File: config.mk
export PLATFORM = sky130hd
export DESIGN_NAME = irq_controller
export DESIGN_NICKNAME = d
export VERILOG_FILES = /design/src/rtl/irq_controller.sv
export SDC_FILE = /design/constraint.sdc
export NUM_CORES = 1
export LEC_CHECK = 0
export CAP_MARGIN = 20
export CORE_UTILIZATION = 38
export CTS_CLUSTER_DIAMETER = 150
export CTS_CLUSTER_SIZE = 20
export DETAILED_ROUTE_END_ITERATION = 7
export GPL_ROUTABILITY_DRIVEN = 0
export PLACE_DENSITY = 0.72
export SLEW_MARGIN = 20
export SYNTH_ARGS = -nofsm -noshare
export SYNTH_HDL_FRONTEND = slang
export SYNTH_SLANG_ARGS = --single-unit
File: constraint.sdc
create_clock -name clock -period 1.5 [get_ports clock]
set_input_delay 0.15 -clock clock [delete_from_list [all_inputs] [get_ports clock]]
set_output_delay 0.15 -clock clock [all_outputs]
set_load 0.005 [all_outputs]
File: src/rtl/irq_controller.sv
// irq_controller: prioritised interrupt controller with edge-detected
// request latching, a writable enable mask and a raise/ack/end handshake.
module irq_controller #(
  parameter int NUM_SRC            = 4,
  parameter int ID_W               = (NUM_SRC > 1) ? $clog2(NUM_SRC) : 1,
  parameter logic [NUM_SRC-1:0] MASK_RESET = '1
) (
  input  logic               clock,
  input  logic               reset,
  input  logic [NUM_SRC-1:0] src_req,
  input  logic               mask_we,
  input  logic [NUM_SRC-1:0] mask_wdata,
  input  logic               irq_ack,
  input  logic               reset_irq,
  output logic               irq,
  output logic [ID_W-1:0]    irq_id,
  output logic [NUM_SRC-1:0] pending,
  output logic [NUM_SRC-1:0] mask,
  output logic               busy
);

  typedef enum logic [1:0] {
    S_IDLE    = 2'd0,
    S_ASSERT  = 2'd1,
    S_SERVICE = 2'd2
  } state_t;

  state_t             state;
  logic [NUM_SRC-1:0] prev_req;
  logic [NUM_SRC-1:0] rise;
  logic [NUM_SRC-1:0] eligible;
  logic [NUM_SRC-1:0] ack_clr;
  logic [ID_W-1:0]    winner;
  logic               ack_take;

  assign rise     = src_req & ~prev_req;
  assign eligible = pending & mask;
  assign ack_take = (state == S_ASSERT) && irq_ack;

  // Lowest set index wins: scan from the top so the last hit is the lowest.
  always_comb begin
    winner = '0;
    for (int unsigned i = NUM_SRC; i > 0; i--) begin
      if (eligible[i-1]) begin
        winner = ID_W'(i - 1);
      end
    end
  end

  always_comb begin
    ack_clr = '0;
    if (ack_take) begin
      ack_clr[irq_id] = 1'b1;
    end
  end

  // Rising edges are OR-ed in after the ack clear so a same-cycle set wins.
  always_ff @(posedge clock or negedge reset) begin
    if (!reset) begin
      prev_req <= '0;
      pending  <= '0;
      mask     <= MASK_RESET;
    end else begin
      prev_req <= src_req;
      pending  <= (pending & ~ack_clr) | rise;
      if (mask_we) begin
        mask <= mask_wdata;
      end
    end
  end

  always_ff @(posedge clock or negedge reset) begin
    if (!reset) begin
      state  <= S_IDLE;
      irq_id <= '0;
    end else begin
      case (state)
        S_IDLE: begin
          if (|eligible) begin
            state  <= S_ASSERT;
            irq_id <= winner;
          end
        end
        S_ASSERT: begin
          if (irq_ack) begin
            state <= S_SERVICE;
          end
        end
        S_SERVICE: begin
          if (reset_irq) begin
            state <= S_IDLE;
          end
        end
        default: state <= S_IDLE;
      endcase
    end
  end

  assign irq  = (state == S_ASSERT);
  assign busy = (state == S_ASSERT) || (state == S_SERVICE);

endmodule

==> results.toml, run 1 <==
[timing]
final_max_slew_viol_count = 0
finClkSkew_ns = 0.0105
worst_slew_margin_rel = 0.816
timing.final.crit_share = 1.06
hold_viol_final = 0
tightest_slew_ns = 0.273
postLayoutSetupSlackWorst_ns = -0.0899
fmax_mhz = 629
number_of_setup_violations_in_the_final_report = 2
finalCriticalPeriod_ns = 1.59
rsz_0062_raised_after_global_routing = "yes"

[setup_path]
kind_of_critical_path = "reg -> reg"
timing.rr.start = "state[1]$_DFFE_PN0P_"
rr_worst_depth = 5
cp_data_arrival_time_ns = 1.77
startpoint_type = "register"
critical_path.startpoint = "state[1]$_DFFE_PN0P_"
crit_required_ns = 1.68
worst-path-max-fanout = 2
worstReg2RegEnd = "state[0]$_DFFE_PN0P_"
ff2ff_setup_slack_ns = -0.09
crit_path_end_kind = "register"

[detailed_routing]
drcViolationCount = 0
routed_wirelength_um = 1590
route.detailed.vias_per_inst = 4.79
final_antenna_net_count = 0
wl_per_cell_um = 12.5
drtPass1Iterations = 4
first_iter_violations = 4
vias = 608

[die]
ioPinCount = 25
die-height_um = 44.9
die_area_um2 = 2010
initial_core_utilization = 0.404
core-area_um2 = 1730
floorplan.die.width_um = 44.9
rows = 15

[global_routing]
gr-usage-all-layers = 0.179
grt_max_degree = 16
via_count_of_the_first_global_routing_pass = 562
antenna_violations_before_repair = 0
overflow = 0
wire_length_of_the_first_global_routing_pass_um = 2460

[pwr]
vdd_ir_drop_max_uv = 957
leakagePower_nw = 0.542
total_power_mw = 1.80
p_per_area_nw_per_um2 = 1550

[synth]
mappedNetlistArea_um2 = 698
postSynthCellCount = 57
synth-warning-count = 0
ys_seq_area_frac = 0.581
syn_avg_cell_area_um2 = 12.2
ys_ff_latch = 16
synthesis.nets = 75
yosysUniqueCellTypes = 16

[cells_and_area]
final_net_count = 121
fill_cells = 138
synthToLayoutAreaGrowth_pct = 66.3
finalCoreUtilization = 0.672
stdcell_count = 127
final_layout_size_suffix_gt1_frac = 0.363
antenna_diode_instance_count = 0
layout.cell_area.non_filler_um2 = 1160

[placed_design]
numPlacedInstances = 120
port-buffer-count = 24
pre_cts_ws_ns = -0.125
detailed_place_hpwl_um = 1140
placed_area_um2 = 1090

[job]
drv.max_cap_violation_count = 0

[clocking]
clock_latency_ns = 0.28
cts.clk_slew.worst_paths_ns = 0.10
tritoncts.num_buffers = 3
cts_buffer_depth = 2
cts_num_sinks = 16
htreeDepth = 1
cts_tree = "done"
cts_root_buffer = "sky130_fd_sc_hd__clkbuf_4"
cts.hold.buffers_added = 0

[status]
outcome = "complete, but fails checks"
violations = "negative setup slack"

[hold_path]
hp-class = "in -> async"
-- critical path, stage by stage (launching register included) --
cell                       delay [ns]
sky130_fd_sc_hd__dfrtp_1         0.43
sky130_fd_sc_hd__buf_6           0.14
sky130_fd_sc_hd__ha_2            0.15
sky130_fd_sc_hd__a222oi_1        0.29
sky130_fd_sc_hd__buf_4           0.18
sky130_fd_sc_hd__mux2_4          0.29
-- flip-flops by register name, summed over array words and instances, names as in the netlist --
signal    flops
mask          4
prev_req      4
state         2
pending       4
irq_id        2
-- metrics by stage --
stage          setup TNS (ns)  hold WS (ns)
3_3_place_gp           -0.218         0.402
3_5_place_dp           -0.246         0.408
5_1_grt                -0.363         0.205
2_1_floorplan               0        -0.146
6_report               -0.178         0.198
4_1_cts                -0.340         0.201
-- cell usage after synthesis --
master	count	share of area
sky130_fd_sc_hd__ha_1	5	0.090
sky130_fd_sc_hd__nor2_1	1	0.0054
sky130_fd_sc_hd__a21o_1	1	0.011
sky130_fd_sc_hd__a211oi_1	1	0.011
sky130_fd_sc_hd__dfrtp_1	12	0.43
sky130_fd_sc_hd__inv_1	9	0.048
sky130_fd_sc_hd__a22o_2	2	0.029
sky130_fd_sc_hd__a32oi_1	1	0.013
sky130_fd_sc_hd__dfstp_2	4	0.15
sky130_fd_sc_hd__o21ai_0	9	0.065
sky130_fd_sc_hd__a222oi_1	1	0.014
sky130_fd_sc_hd__mux2_2	6	0.097
sky130_fd_sc_hd__nand3_1	1	0.0072
sky130_fd_sc_hd__a21oi_1	2	0.014
sky130_fd_sc_hd__nand2_1	1	0.0054
sky130_fd_sc_hd__nand3b_1	1	0.011
-- per-layer routing --
layer  wire length [um]  global-route usage  vias to the layer above
li1                   -                   -                      290
met1                633               0.206                      296
met2                845               0.312                       20
met3                 92              0.0280                        2
met4                 18               0.109                        0
met5                  0                   0                        -
-- what timing repair did --
item	CTS	global route
setup endpoints to repair	8	4
hold endpoints to repair	0	0
pin swaps	1	2
resized for setup	7	9
buffers inserted	3	0
-- layout by cell type (no fill, tap or decap), types with 2 or more instances in the layout --
cell type,count
sky130_fd_sc_hd__ha_1,3
sky130_fd_sc_hd__dlygate4sd2_1,4
sky130_fd_sc_hd__o21ai_0,9
sky130_fd_sc_hd__buf_4,15
sky130_fd_sc_hd__clkbuf_4,3
sky130_fd_sc_hd__dfrtp_1,12
sky130_fd_sc_hd__a22o_4,2
sky130_fd_sc_hd__a21oi_1,2
sky130_fd_sc_hd__clkdlybuf4s50_1,18
sky130_fd_sc_hd__inv_2,2
sky130_fd_sc_hd__mux2_2,4
sky130_fd_sc_hd__mux2_4,2
sky130_fd_sc_hd__dfstp_2,4
sky130_fd_sc_hd__buf_6,2
sky130_fd_sc_hd__inv_1,7
-- how the worst max path moves through the flow --
stage | end | slack (ns)
floorplan | state[0]$_DFFE_PN0P_ | 0.005
global placement | state[1]$_DFFE_PN0P_ | -0.11
global route | state[0]$_DFFE_PN0P_ | -0.18
detailed placement | state[0]$_DFFE_PN0P_ | -0.12
finish | state[0]$_DFFE_PN0P_ | -0.09
CTS | busy | -0.14
-- cell families (layout without fill, tap and decap cells) --
| logic type | after synthesis | in the layout | share of synthesized area |
|---|---|---|---|
| mux | 6 | 6 | 0.0968 |
| simple gates | 4 | 4 | 0.0287 |
| flops | 16 | 16 | 0.581 |
| compound gates | 17 | 17 | 0.156 |
| buf+inv | 9 | 54 | 0.0484 |
| fa+ha+maj | 5 | 5 | 0.0896 |
-- area by class of cell --
cell class,instances,area [um^2],share of cell area
Sequential cell,16,405,0.349
Timing Repair Buffer,41,368,0.317
Multi-Input combinational cell,32,297,0.255
Inverter,9,33.8,0.0291
Tap cell,25,31.3,0.0269
Clock buffer,4,26.3,0.0226
-- power by group --
group          total, mW  switching [mW]  internal (mW)
clock              0.236           0.133          0.103
sequential         0.643          0.0980          0.545
combinational      0.917           0.337          0.579
(Power assumes the default switching activity.)
==> run 2, diff against run 1 <==
Settings changed: RECOVER_POWER from default to 100, TNS_END_PERCENT from default to 10.
==> results.toml, run 2 (synthesis results as in run 1) <==
[status]
outcome = "complete, but fails checks"
violations = "negative setup slack"

[detailed_routing]
drcViolationCount = 0
routed_wirelength_um = 1620
vias = 593
first_iter_violations = 9
wl_per_cell_um = 12.6
drtPass1Iterations = 4
route.detailed.vias_per_inst = 4.63
final_antenna_net_count = 0

[setup_path]
critPathSlowestCell = "sky130_fd_sc_hd__dfrtp_1"
crit_buf_inv = 2
crit_chain = "inv_2 -> ha_4 -> a222oi_1 -> buf_4 -> mux2_4"
crit_path_end_kind = "register"
crit_required_ns = 1.67
critical-path-top-delay-family = "flip-flops"
max_stage_delay_ns = 0.45
worst-path-max-fanout = 3
startpoint_type = "register"
cp_data_arrival_time_ns = 1.74
kind_of_critical_path = "reg -> reg"

[die]
ioPinCount = 25
floorplan.die.width_um = 44.9
die-height_um = 44.9
die_area_um2 = 2010
core-area_um2 = 1730
rows = 15
initial_core_utilization = 0.404

[cells_and_area]
stdcell_count = 128
antenna_diode_instance_count = 0
final_net_count = 122
most_frequent_standard_cell_in_the_layout_excluding_fill_and_tap_cells = "sky130_fd_sc_hd__buf_4"
final_layout_size_suffix_gt1_frac = 0.379
synthToLayoutAreaGrowth_pct = 69.4
finalCoreUtilization = 0.685
layout.cell_area.non_filler_um2 = 1180
fill_cells = 142
final_cell_mix = "sky130_fd_sc_hd__buf_4, sky130_fd_sc_hd__clkdlybuf4s50_1, sky130_fd_sc_hd__dfrtp_1"
reg.largest.list = "mask x4, pending x4, prev_req x4"

[clocking]
htreeDepth = 1
cts_buffer_depth = 2
cts_root_buffer = "sky130_fd_sc_hd__clkbuf_4"
cts_num_sinks = 16
tritoncts.num_buffers = 3
cts.clk_slew.worst_paths_ns = 0.09
cts_tree = "done"
clock_latency_ns = 0.28

[global_routing]
gr-usage-all-layers = 0.178
grt_max_degree = 16
via_count_of_the_first_global_routing_pass = 564
antenna_violations_before_repair = 0
wire_length_of_the_first_global_routing_pass_um = 2460
overflow = 0

[timing]
timing.final.crit_share = 1.05
number_of_setup_violations_in_the_final_report = 2
fmax_mhz = 637
tightest_slew_ns = 0.823
finalCriticalPeriod_ns = 1.57
rsz_0062_raised_after_global_routing = "yes"
postLayoutSetupSlackWorst_ns = -0.0698
worst_slew_margin_rel = 0.451
finClkSkew_ns = 0.0108
timing.setup.tns_ns = -0.137
final_max_slew_viol_count = 0
timing.hold.ws_ns = 0.273
hold_viol_final = 0

[job]
drv.max_cap_violation_count = 0

[pwr]
total_power_mw = 1.84
p_per_area_nw_per_um2 = 1560
leakagePower_nw = 0.537
vdd_ir_drop_max_uv = 909

[placed_design]
placed_area_um2 = 1090
numPlacedInstances = 120
pre_cts_ws_ns = -0.125
detailed_place_hpwl_um = 1140
port-buffer-count = 24

[hold_path]
hp-class = "in -> async"
==> run 2: changes by cell type in the layout (fill, tap and decap cells not counted), sizes merged <==
| cell | previous run | this run |
|---|---|---|
| clkdlybuf4s50 | 18 | 12 |
| dlygate4sd2 | 4 | 5 |
| dlygate4sd3 | 0 | 6 |
| buf | 17 | 16 |
| dlymetal6s2s | 1 | 0 |
| clkbuf | 5 | 7 |
==> run 2: report_power, final <==
group	switching [mW]	total, mW	internal [mW]
logic	0.371	0.967	0.596
registers	0.104	0.649	0.545
clock network	0.125	0.228	0.103
total	0.600	1.84	1.24
==> run 2: area by class of cell <==
type | count | area, um^2 | share of cell area
flip-flops and latches | 16 | 405 | 0.343
repair buffers | 42 | 364 | 0.308
multi-input cells | 32 | 322 | 0.272
inverters | 9 | 33.8 | 0.0286
well taps | 25 | 31.3 | 0.0265
clock buffers | 4 | 26.3 | 0.0222
==> run 2: final timing paths <==
| check | startpoint | to | slack, ns | depth (start not counted) |
|---|---|---|---|---|
| max in group asynchronous | reset | pending[3]$_DFF_PN0_ | 0.47 | 2 |
| min in group clock | prev_req[2]$_DFF_PN0_ | pending[2]$_DFF_PN0_ | 0.42 | 1 |
| hold / removal | reset | mask[2]$_DFFE_PN1P_ | 0.27 | 1 |
| setup / recovery | state[0]$_DFFE_PN0P_ | state[0]$_DFFE_PN0P_ | -0.07 | 5 |
| setup reg to reg | state[0]$_DFFE_PN0P_ | state[0]$_DFFE_PN0P_ | -0.07 | 5 |
| hold reg to reg | prev_req[2]$_DFF_PN0_ | pending[2]$_DFF_PN0_ | 0.42 | 1 |
==> run 2: per-layer routing <==
| layer | global-route usage | vias up | routed length, um |
|---|---|---|---|
| met2 | 0.288 | 24 | 802 |
| met4 | 0.115 | 0 | 18 |
| met3 | 0.0400 | 2 | 124 |
| met5 | 0 | - | 0 |
| li1 | - | 291 | - |
| met1 | 0.214 | 276 | 670 |
==> run 2: repair_timing <==
item	in CTS	in global routing
gates resized for setup	13	6
endpoints found under the setup margin	8	3
pin swaps	1	2
setup buffers	1	3
hold buffers	0	0
